File: src/rtl/mem_port_arbiter.sv
// mem_port_arbiter: two-port round-robin arbiter in front of a 1W/1R memory macro, with per-port read response buffers
module mem_port_arbiter #(
    parameter int ADDR_W = 25,
    parameter int DATA_W = 64,
    parameter int MASK_W = DATA_W / 8
) (
    input  logic              clock,
    input  logic              reset,
    input  logic              p0_req_valid,
    output logic              p0_req_ready,
    input  logic              p0_req_we,
    input  logic [ADDR_W-1:0] p0_req_addr,
    input  logic [DATA_W-1:0] p0_req_data,
    input  logic [MASK_W-1:0] p0_req_mask,
    output logic              p0_resp_valid,
    input  logic              p0_resp_ready,
    output logic [DATA_W-1:0] p0_resp_data,
    input  logic              p1_req_valid,
    output logic              p1_req_ready,
    input  logic              p1_req_we,
    input  logic [ADDR_W-1:0] p1_req_addr,
    input  logic [DATA_W-1:0] p1_req_data,
    input  logic [MASK_W-1:0] p1_req_mask,
    output logic              p1_resp_valid,
    input  logic              p1_resp_ready,
    output logic [DATA_W-1:0] p1_resp_data,
    output logic [ADDR_W-1:0] W0_addr,
    output logic              W0_en,
    output logic [DATA_W-1:0] W0_data,
    output logic [MASK_W-1:0] W0_mask,
    output logic [ADDR_W-1:0] R0_addr,
    output logic              R0_en,
    input  logic [DATA_W-1:0] R0_data
);
    logic              rr_ptr_q, rr_ptr_d;
    logic [1:0]        rd_pend_q, rd_pend_d;
    logic [1:0]        resp_valid_q, resp_valid_d;
    logic [DATA_W-1:0] resp_data0_q, resp_data0_d;
    logic [DATA_W-1:0] resp_data1_q, resp_data1_d;
    logic              elig0, elig1, gnt0, gnt1, gnt_we;
    logic [ADDR_W-1:0] gnt_addr;

    // A read is eligible only if its buffer is empty or drains this very cycle
    always_comb begin
        elig0 = p0_req_valid & (p0_req_we | (~rd_pend_q[0] & (~resp_valid_q[0] | p0_resp_ready)));
        elig1 = p1_req_valid & (p1_req_we | (~rd_pend_q[1] & (~resp_valid_q[1] | p1_resp_ready)));
        gnt0 = ~reset & elig0 & (~elig1 | rr_ptr_q);
        gnt1 = ~reset & elig1 & (~elig0 | ~rr_ptr_q);
        gnt_we = gnt0 ? p0_req_we : p1_req_we;
        gnt_addr = gnt0 ? p0_req_addr : p1_req_addr;
        W0_en = (gnt0 | gnt1) & gnt_we;
        R0_en = (gnt0 | gnt1) & ~gnt_we;
        W0_addr = W0_en ? gnt_addr : '0;
        W0_data = W0_en ? (gnt0 ? p0_req_data : p1_req_data) : '0;
        W0_mask = W0_en ? (gnt0 ? p0_req_mask : p1_req_mask) : '0;
        R0_addr = R0_en ? gnt_addr : '0;
        rr_ptr_d = gnt1 ? 1'b1 : gnt0 ? 1'b0 : rr_ptr_q;
        rd_pend_d = {gnt1 & ~p1_req_we, gnt0 & ~p0_req_we};
        resp_valid_d[0] = rd_pend_q[0] | (resp_valid_q[0] & ~p0_resp_ready);
        resp_valid_d[1] = rd_pend_q[1] | (resp_valid_q[1] & ~p1_resp_ready);
        resp_data0_d = rd_pend_q[0] ? R0_data : resp_data0_q;
        resp_data1_d = rd_pend_q[1] ? R0_data : resp_data1_q;
        p0_req_ready = gnt0;
        p1_req_ready = gnt1;
        p0_resp_valid = resp_valid_q[0];
        p1_resp_valid = resp_valid_q[1];
        p0_resp_data = resp_data0_q;
        p1_resp_data = resp_data1_q;
    end

    always_ff @(posedge clock) begin
        if (reset) begin
            rr_ptr_q     <= 1'b0;
            rd_pend_q    <= '0;
            resp_valid_q <= '0;
            resp_data0_q <= '0;
            resp_data1_q <= '0;
        end else begin
            rr_ptr_q     <= rr_ptr_d;
            rd_pend_q    <= rd_pend_d;
            resp_valid_q <= resp_valid_d;
            resp_data0_q <= resp_data0_d;
            resp_data1_q <= resp_data1_d;
        end
    end
endmodule
File: config.mk
export PLATFORM = sky130hd
export DESIGN_NAME = mem_port_arbiter
export DESIGN_NICKNAME = d
export VERILOG_FILES = /design/src/rtl/mem_port_arbiter.sv
export SDC_FILE = /design/constraint.sdc
export NUM_CORES = 1
export LEC_CHECK = 0
export CORE_AREA = 2 2 205 207
export DETAILED_ROUTE_END_ITERATION = 8
export DIE_AREA = 0 0 207 209
export DONT_BUFFER_PORTS = 1
export MAX_ROUTING_LAYER = met4
export PLACE_DENSITY = 0.32
export SLEW_MARGIN = 20
export SYNTH_ARGS = -nofsm -noshare
export SYNTH_HDL_FRONTEND = slang
export SYNTH_SLANG_ARGS = --single-unit
File: constraint.sdc
create_clock -name clock -period 2.1 [get_ports clock]
set_clock_uncertainty 0.2 [all_clocks]
set_input_delay 0.21 -clock clock [delete_from_list [all_inputs] [get_ports clock]]
set_output_delay 0.21 -clock clock [all_outputs]
set_load 0.1 [all_outputs]
==> results.ini, run 1 <==
[outcome]
outcome=complete, but fails checks
failed_checks=setup timing

[die]
start_util_pct=17.2
pin_count=522
placementRows=75
dieHeight_um=209
die_x_um=207
die_area_um2=43300
core_area_um2=41300

[critical_path]
path_delay_family=buffers and inverters
crit_start=rr_ptr_q
path_buf_inv=4
endpoint_kind=output port
crit_slowest_cell=dfxtp_2
cpMostUsedCell=buf_12
worstPathCellList=or2b_4 > o31ai_4 > buf_6 > buf_12 > o21ai_2 > buf_4 > a22oi_2 > buf_12
crit_required_ns=1.69
start_kind=flip-flop
crit-reg2reg-capture=p0_resp_data[45]
critPathMaxFanout=5
r2r-start=rd_pend_q[0]
r2r_slack_ns=0.13
critPathArrivalTime_ns=2.27
reg2reg_depth=4
path_class=reg2out
cpPeakStageDelay_ns=0.32

[timing]
hold-worst-slack_ns=0.0949
min_period_over_period_pct=128
drv_slew=0
worst_pin_slew_ns=0.485
finalHoldViolations=0
setup_viol=125
setup_ws_ns=-0.583
fin_crit_ns=2.68
maxSlewHeadroom_pct=67.6
rsz0062_at_grt=yes
fmax_ghz=0.373
fin_tns_setup_ns=-62.61

[grt]
grt.met3_usage_pct=5.59
use_met2_pct=30.9
grt_pass1_wl_um=56100
grt_max_degree=90
gr-max-usage-layer=met2
grt_use_met1_pct=18.3
grt_overflow=0
track_usage_pct=17.5
grt_pass1_vias=8406
antenna_found_initial=6

[finish]
final_layout_size_suffix_gt1_share_pct=48.2
finalNetCount=1480
final_cell_mix=buf_4, buf_12, nor2_1, mux2i_1, dfxtp_1
design_area_um2=14800
final_common_cell=buf_4
synthToLayoutAreaGrowth_pct=108

[pwr]
p_total_uw=9000
pwr-share-clk_pct=33.2
power.net_switching_uw=3510
powerDensity_nw_per_um2=609
swShare_pct=39.0
pwr-share-comb_pct=37.7
seq_power_share_pct=29.1
power.leakage_uw=0.00561
p_int_uw=5490
peakVddDrop_uv=623

[route]
wl_per_cell_um=21.9
via_per_inst=4.57
totalWireLength_um=38900
ant_nets=0
drtIter0Drc=396
vias=8106
drcViolationCount=0
dr.pass1.iters=6

[placement]
io_buffers=0
gp_congestion=0.964
hpwl_um=28900
post_dp_cell_area_um2=12500

[worst_hold_path]
worstHoldPathType=in2reg
hold_path.startpoint=p0_req_we
whs_endpoint=rd_pend_q[0]
holdPathStages=5

[cts]
cts_num_sinks=133
clock_latency_ns=0.42
clkTransAtPathRegs_ns=0.06
cts_tree=yes
numCtsBuffers=17
clk_path_buf_depth=2
htree_levels=4
cts_root_buf=clkbuf_16

[synth]
synth.area.top_cells=dfxtp_1, mux2i_1, a22oi_1
avgSynthCellArea_um2=8.54
netlist_area_um2=7110
synthDistinctLibCells=32
synth_top_area_share_pct=37.5
synth_top_area_cell=dfxtp_1
ys_seq_area_share_pct=37.5
ys_ff_latch=133
synth.net_count=1098
yosysWarnings=0
syn_inst=832

[job]
drv_cap=0

-- how the worst max path moves through the flow --
stage	endpoint	slack [ns]	depth (start not counted)
5_1_grt	W0_data[55]	-0.68	8
6_report	W0_addr[1]	-0.58	8
3_3_place_gp	R0_addr[15]	-0.26	6
4_1_cts	W0_addr[1]	-0.62	8
3_5_place_dp	W0_addr[19]	-0.28	6
2_1_floorplan	R0_addr[10]	-0.77	6
-- power by group through the flow --
stage               clock (uW)  sequential [uW]  combinational, uW
floorplan                    0             3240               1590
global placement             0             2680               3070
global route              3210             2630               3500
finish                    2990             2620               3390
CTS                       3130             2620               3310
detailed placement           0             2680               3080
-- area by class of cell --
cell class	count	area (um^2)
fillers	4210	26500
repair buffers	459	5910
multi-input cells	597	4880
flip-flops and latches	133	2680
well taps	539	674
clock buffers	20	467
clock inverters	12	120
inverters	6	22.5
diodes	6	15.0
-- stage by stage --
stage	utilization [%]	cells	setup slack [ns]
6_report	35.8	1772	-0.583
3_3_place_gp	30.2	1620	-0.261
4_1_cts	34.6	1754	-0.619
2_1_floorplan	-	832	-0.773
3_5_place_dp	30.2	1620	-0.276
5_1_grt	35.8	1771	-0.683
-- repair_timing --
item,4_1_cts,5_1_grt
gates resized for setup,71,80
gates cloned,3,6
setup endpoints to repair,126,144
endpoints found under the hold margin,131,0
setup buffers,5,6
pin swaps,56,83
hold buffers,94,0
-- tightest hold or removal path: stages --
cell and delay (ns):
nand4b_4 0.12, buf_12 0.14, buf_4 0.11, buf_4 0.08
inv_1 0.02
-- cells by family (layout without fill, tap and decap cells) --
kind of cell | after synthesis | after routing | share of synthesized area [%]
mux | 128 | 128 | 18.0
flops | 133 | 133 | 37.5
buf+inv | 102 | 497 | 7.11
compound gates | 230 | 230 | 22.2
other cells | 0 | 6 | 0
simple gates | 239 | 239 | 15.2
-- Yosys cell counts --
library cell and instances:
a21oi_1 3, a21o_1 1, o2111ai_2 1, buf_4 6, nand2_4 1, o221a_2 1, nand3_1 97, inv_2 1
nand2b_4 1, buf_6 7, nor2b_1 3, or2b_1 1, nor2_1 130, o211ai_4 1, or3_1 1, o31a_1 1
clkbuf_2 1, o21ai_0 94, o21ai_1 4, buf_2 37, a22oi_2 13, inv_1 5, mux2i_1 128, nor3b_2 1
nand2_1 3, o31ai_4 1, dfxtp_1 133, clkbuf_1 41, a21oi_2 1, a22oi_1 109, nand4b_4 1, buf_1 4
-- sequential cells by signal, summed over array words and instances (netlist names) --
| signal | count |
|---|---|
| p1_resp_data | 64 |
| rd_pend_q | 2 |
| resp_valid_q | 2 |
| rr_ptr_q | 1 |
| p0_resp_data | 64 |
-- layer usage --
metal / vias up / share of wire [%] / routed length (um)
met5: - / 0 / 0
met4: 0 / 3.0 / 1170
met3: 40 / 7.3 / 2840
met2: 348 / 52 / 20300
met1: 3910 / 37 / 14500
li1: 3808 / - / -
Note: power is estimated with default switching activity, not from simulation.
==> run 2: changes to the inputs <==
Settings changed: CORE_AREA 2 2 205 207 to 2 2 201 203, DIE_AREA 0 0 207 209 to 0 0 203 205, DONT_BUFFER_PORTS 1 to not set, PLACE_DENSITY 0.32 to 0.5, TNS_END_PERCENT set to 20.
==> run 2 against run 1 <==
Against the previous run:
- design area grew 6.8%
- sequential cell count is the same
- non-clock buffer count grew 138
- hold slack better by 0.13 ns
- worst setup slack gained 0.047 ns
- highest routed layer unchanged
- total power rose by 4.0%
- sequential power hardly changed
- the run still ends with setup timing left
- critical endpoint is now W0_data[24]
- clock power is 2% higher
==> results.ini, run 2 (synthesized netlist as in run 1, its figures left out) <==
[die]
core_area_um2=39400  ; was 41300 um^2
placementRows=73  ; was 75
pin_count=522  ; unchanged
dieHeight_um=205  ; was 209 um
die_area_um2=41600  ; was 43300 um^2
start_util_pct=18.1  ; was 17.2%
die_x_um=203  ; was 207 um

[timing]
fmax_ghz=0.379  ; was 0.373 GHz
min_period_over_period_pct=126  ; was 128%
setup_ws_ns=-0.536  ; was -0.583 ns
maxSlewHeadroom_pct=49.2  ; was 67.6%
drv_slew=0  ; unchanged
setup_viol=126  ; was 125
fin_tns_setup_ns=-58.86  ; was -62.61 ns
worst_pin_slew_ns=0.761  ; was 0.485 ns
rsz0062_at_grt=yes  ; unchanged
finalHoldViolations=0  ; unchanged
fin_crit_ns=2.64  ; was 2.68 ns

[route]
dr.pass1.iters=4  ; was 6
drtIter0Drc=371  ; was 396
via_per_inst=4.52  ; was 4.57
wl_per_cell_um=21.1  ; was 21.9 um
drcViolationCount=0  ; unchanged
totalWireLength_um=40100  ; was 38900 um
vias=8579  ; was 8106
ant_nets=0  ; unchanged

[finish]
finalNetCount=1618  ; was 1480
final_layout_size_suffix_gt1_share_pct=38.8  ; was 48.2%
final_common_cell=clkdlybuf4s50_1  ; was buf_4
final_cell_mix=clkdlybuf4s50_1, buf_4, buf_12, nor2_1, dfxtp_1  ; was buf_4, buf_12, nor2_1, mux2i_1, dfxtp_1
layoutNonFillerInstCount=1899  ; was 1772
synthToLayoutAreaGrowth_pct=122  ; was 108%

[cts]
htree_levels=4  ; unchanged
cts_tree=yes  ; unchanged
clk_path_buf_depth=2  ; unchanged
clkTransAtPathRegs_ns=0.05  ; was 0.06 ns
clock_latency_ns=0.43  ; was 0.42 ns
cts_root_buf=clkbuf_16  ; unchanged
cts_num_sinks=133  ; unchanged
numCtsBuffers=17  ; unchanged

[worst_hold_path]
worstHoldPathType=in2reg  ; unchanged
holdPathStages=3  ; was 5

[placement]
gp_congestion=0.896  ; was 0.964
io_buffers=521  ; was 0
hpwl_um=31000  ; was 28900 um
dp.cells=1852  ; was 1620

[outcome]
failed_checks=setup timing  ; unchanged
outcome=complete, but fails checks  ; unchanged

[critical_path]
start_kind=flip-flop  ; unchanged
endpoint_kind=output port  ; unchanged
critPathMaxFanout=25  ; was 5
path_class=reg2out  ; unchanged
crit_required_ns=1.69  ; about the same
critPathArrivalTime_ns=2.23  ; was 2.27 ns
reg2reg_depth=4  ; unchanged

[pwr]
peakVddDrop_uv=538  ; was 623 uV
power.leakage_uw=0.00587  ; was 0.00561 uW
powerDensity_nw_per_um2=593  ; was 609 nW/um^2

[grt]
track_usage_pct=18.9  ; was 17.5%
grt_pass1_wl_um=57100  ; was 56100 um
grt_overflow=0  ; unchanged
grt_max_degree=71  ; was 90
antenna_found_initial=11  ; was 6
grt_pass1_vias=8738  ; was 8406

[job]
drv_cap=0  ; unchanged

==> run 2: cell types whose count changed in the layout (fill, tap and decap cells not counted), sizes merged <==
cell,change
clkdlybuf4s50,+264
buf,-31
dlygate4sd3,-92
diode,+4
bufinv,+2
clkinvlp,-2
inv,-3
clkbuf,-1
==> run 2: report_power, final <==
group / leakage [uW] / internal, uW / switching (uW)
combinational: 0.00449 / 1380 / 2270
sequential: 0.00108 / 2600 / 44.0
clock: 0.000296 / 1950 / 1110
==> run 2: area by class of cell <==
type | count | area, um^2
Tap cell | 525 | 657
Fill cell | 3888 | 23600
Sequential cell | 133 | 2680
Clock inverter | 9 | 126
Clock buffer | 22 | 474
Timing Repair Buffer | 597 | 7130
Inverter | 6 | 22.5
Antenna cell | 10 | 25.0
Multi-Input combinational cell | 597 | 4660
==> run 2: worst max-delay path, cell delays in order (launching register included) <==
cell and delay, ns:
dfxtp_4 0.35, nor2b_2 0.18, o31ai_4 0.32, buf_12 0.20, buf_12 0.17, o21ai_0 0.11, a22oi_2 0.26, buf_12 0.21
==> run 2: timing repair <==
item / CTS / global route
hold buffers: 1 / 0
resized for setup: 75 / 16
gates cloned: 1 / 2
pin swaps: 84 / 24
hold endpoints to repair: 3 / 0
setup buffers: 2 / 0
endpoints found under the setup margin: 126 / 143
==> run 2: layer usage <==
| metal | track usage, % | up-vias | wire [um] |
|---|---|---|---|
| li1 | - | 4081 | - |
| met1 | 21.2 | 4112 | 15800 |
| met2 | 32.0 | 351 | 20400 |
| met3 | 5.66 | 35 | 3220 |
| met4 | 6.20 | 0 | 671 |
| met5 | - | - | 0 |
==> run 2: final timing paths <==
kind | from | end | slack [ns]
worst min register to register | p0_resp_data[51] | p0_resp_data[51] | 0.29
worst min-delay path | R0_data[57] | p1_resp_data[57] | 0.22
worst max register to register | rd_pend_q[0] | p0_resp_data[1] | 0.23
worst max-delay path | rd_pend_q[1] | W0_data[24] | -0.54
==> run 2: through the flow <==
step | util [%] | worst slack, ns | hold WS (ns) | total power [uW] | area, um^2
finish | 40.1 | -0.536 | 0.221 | 9350 | 15800
global route | 40.0 | -0.639 | 0.218 | 9670 | 15800
CTS | 39.7 | -0.587 | 0.190 | 9460 | 15600
global placement | 37.7 | -0.692 | 0.273 | 6290 | 14800
detailed placement | 37.7 | -0.663 | 0.280 | 6290 | 14800
floorplan | - | -0.773 | 0.157 | 4800 | 7730
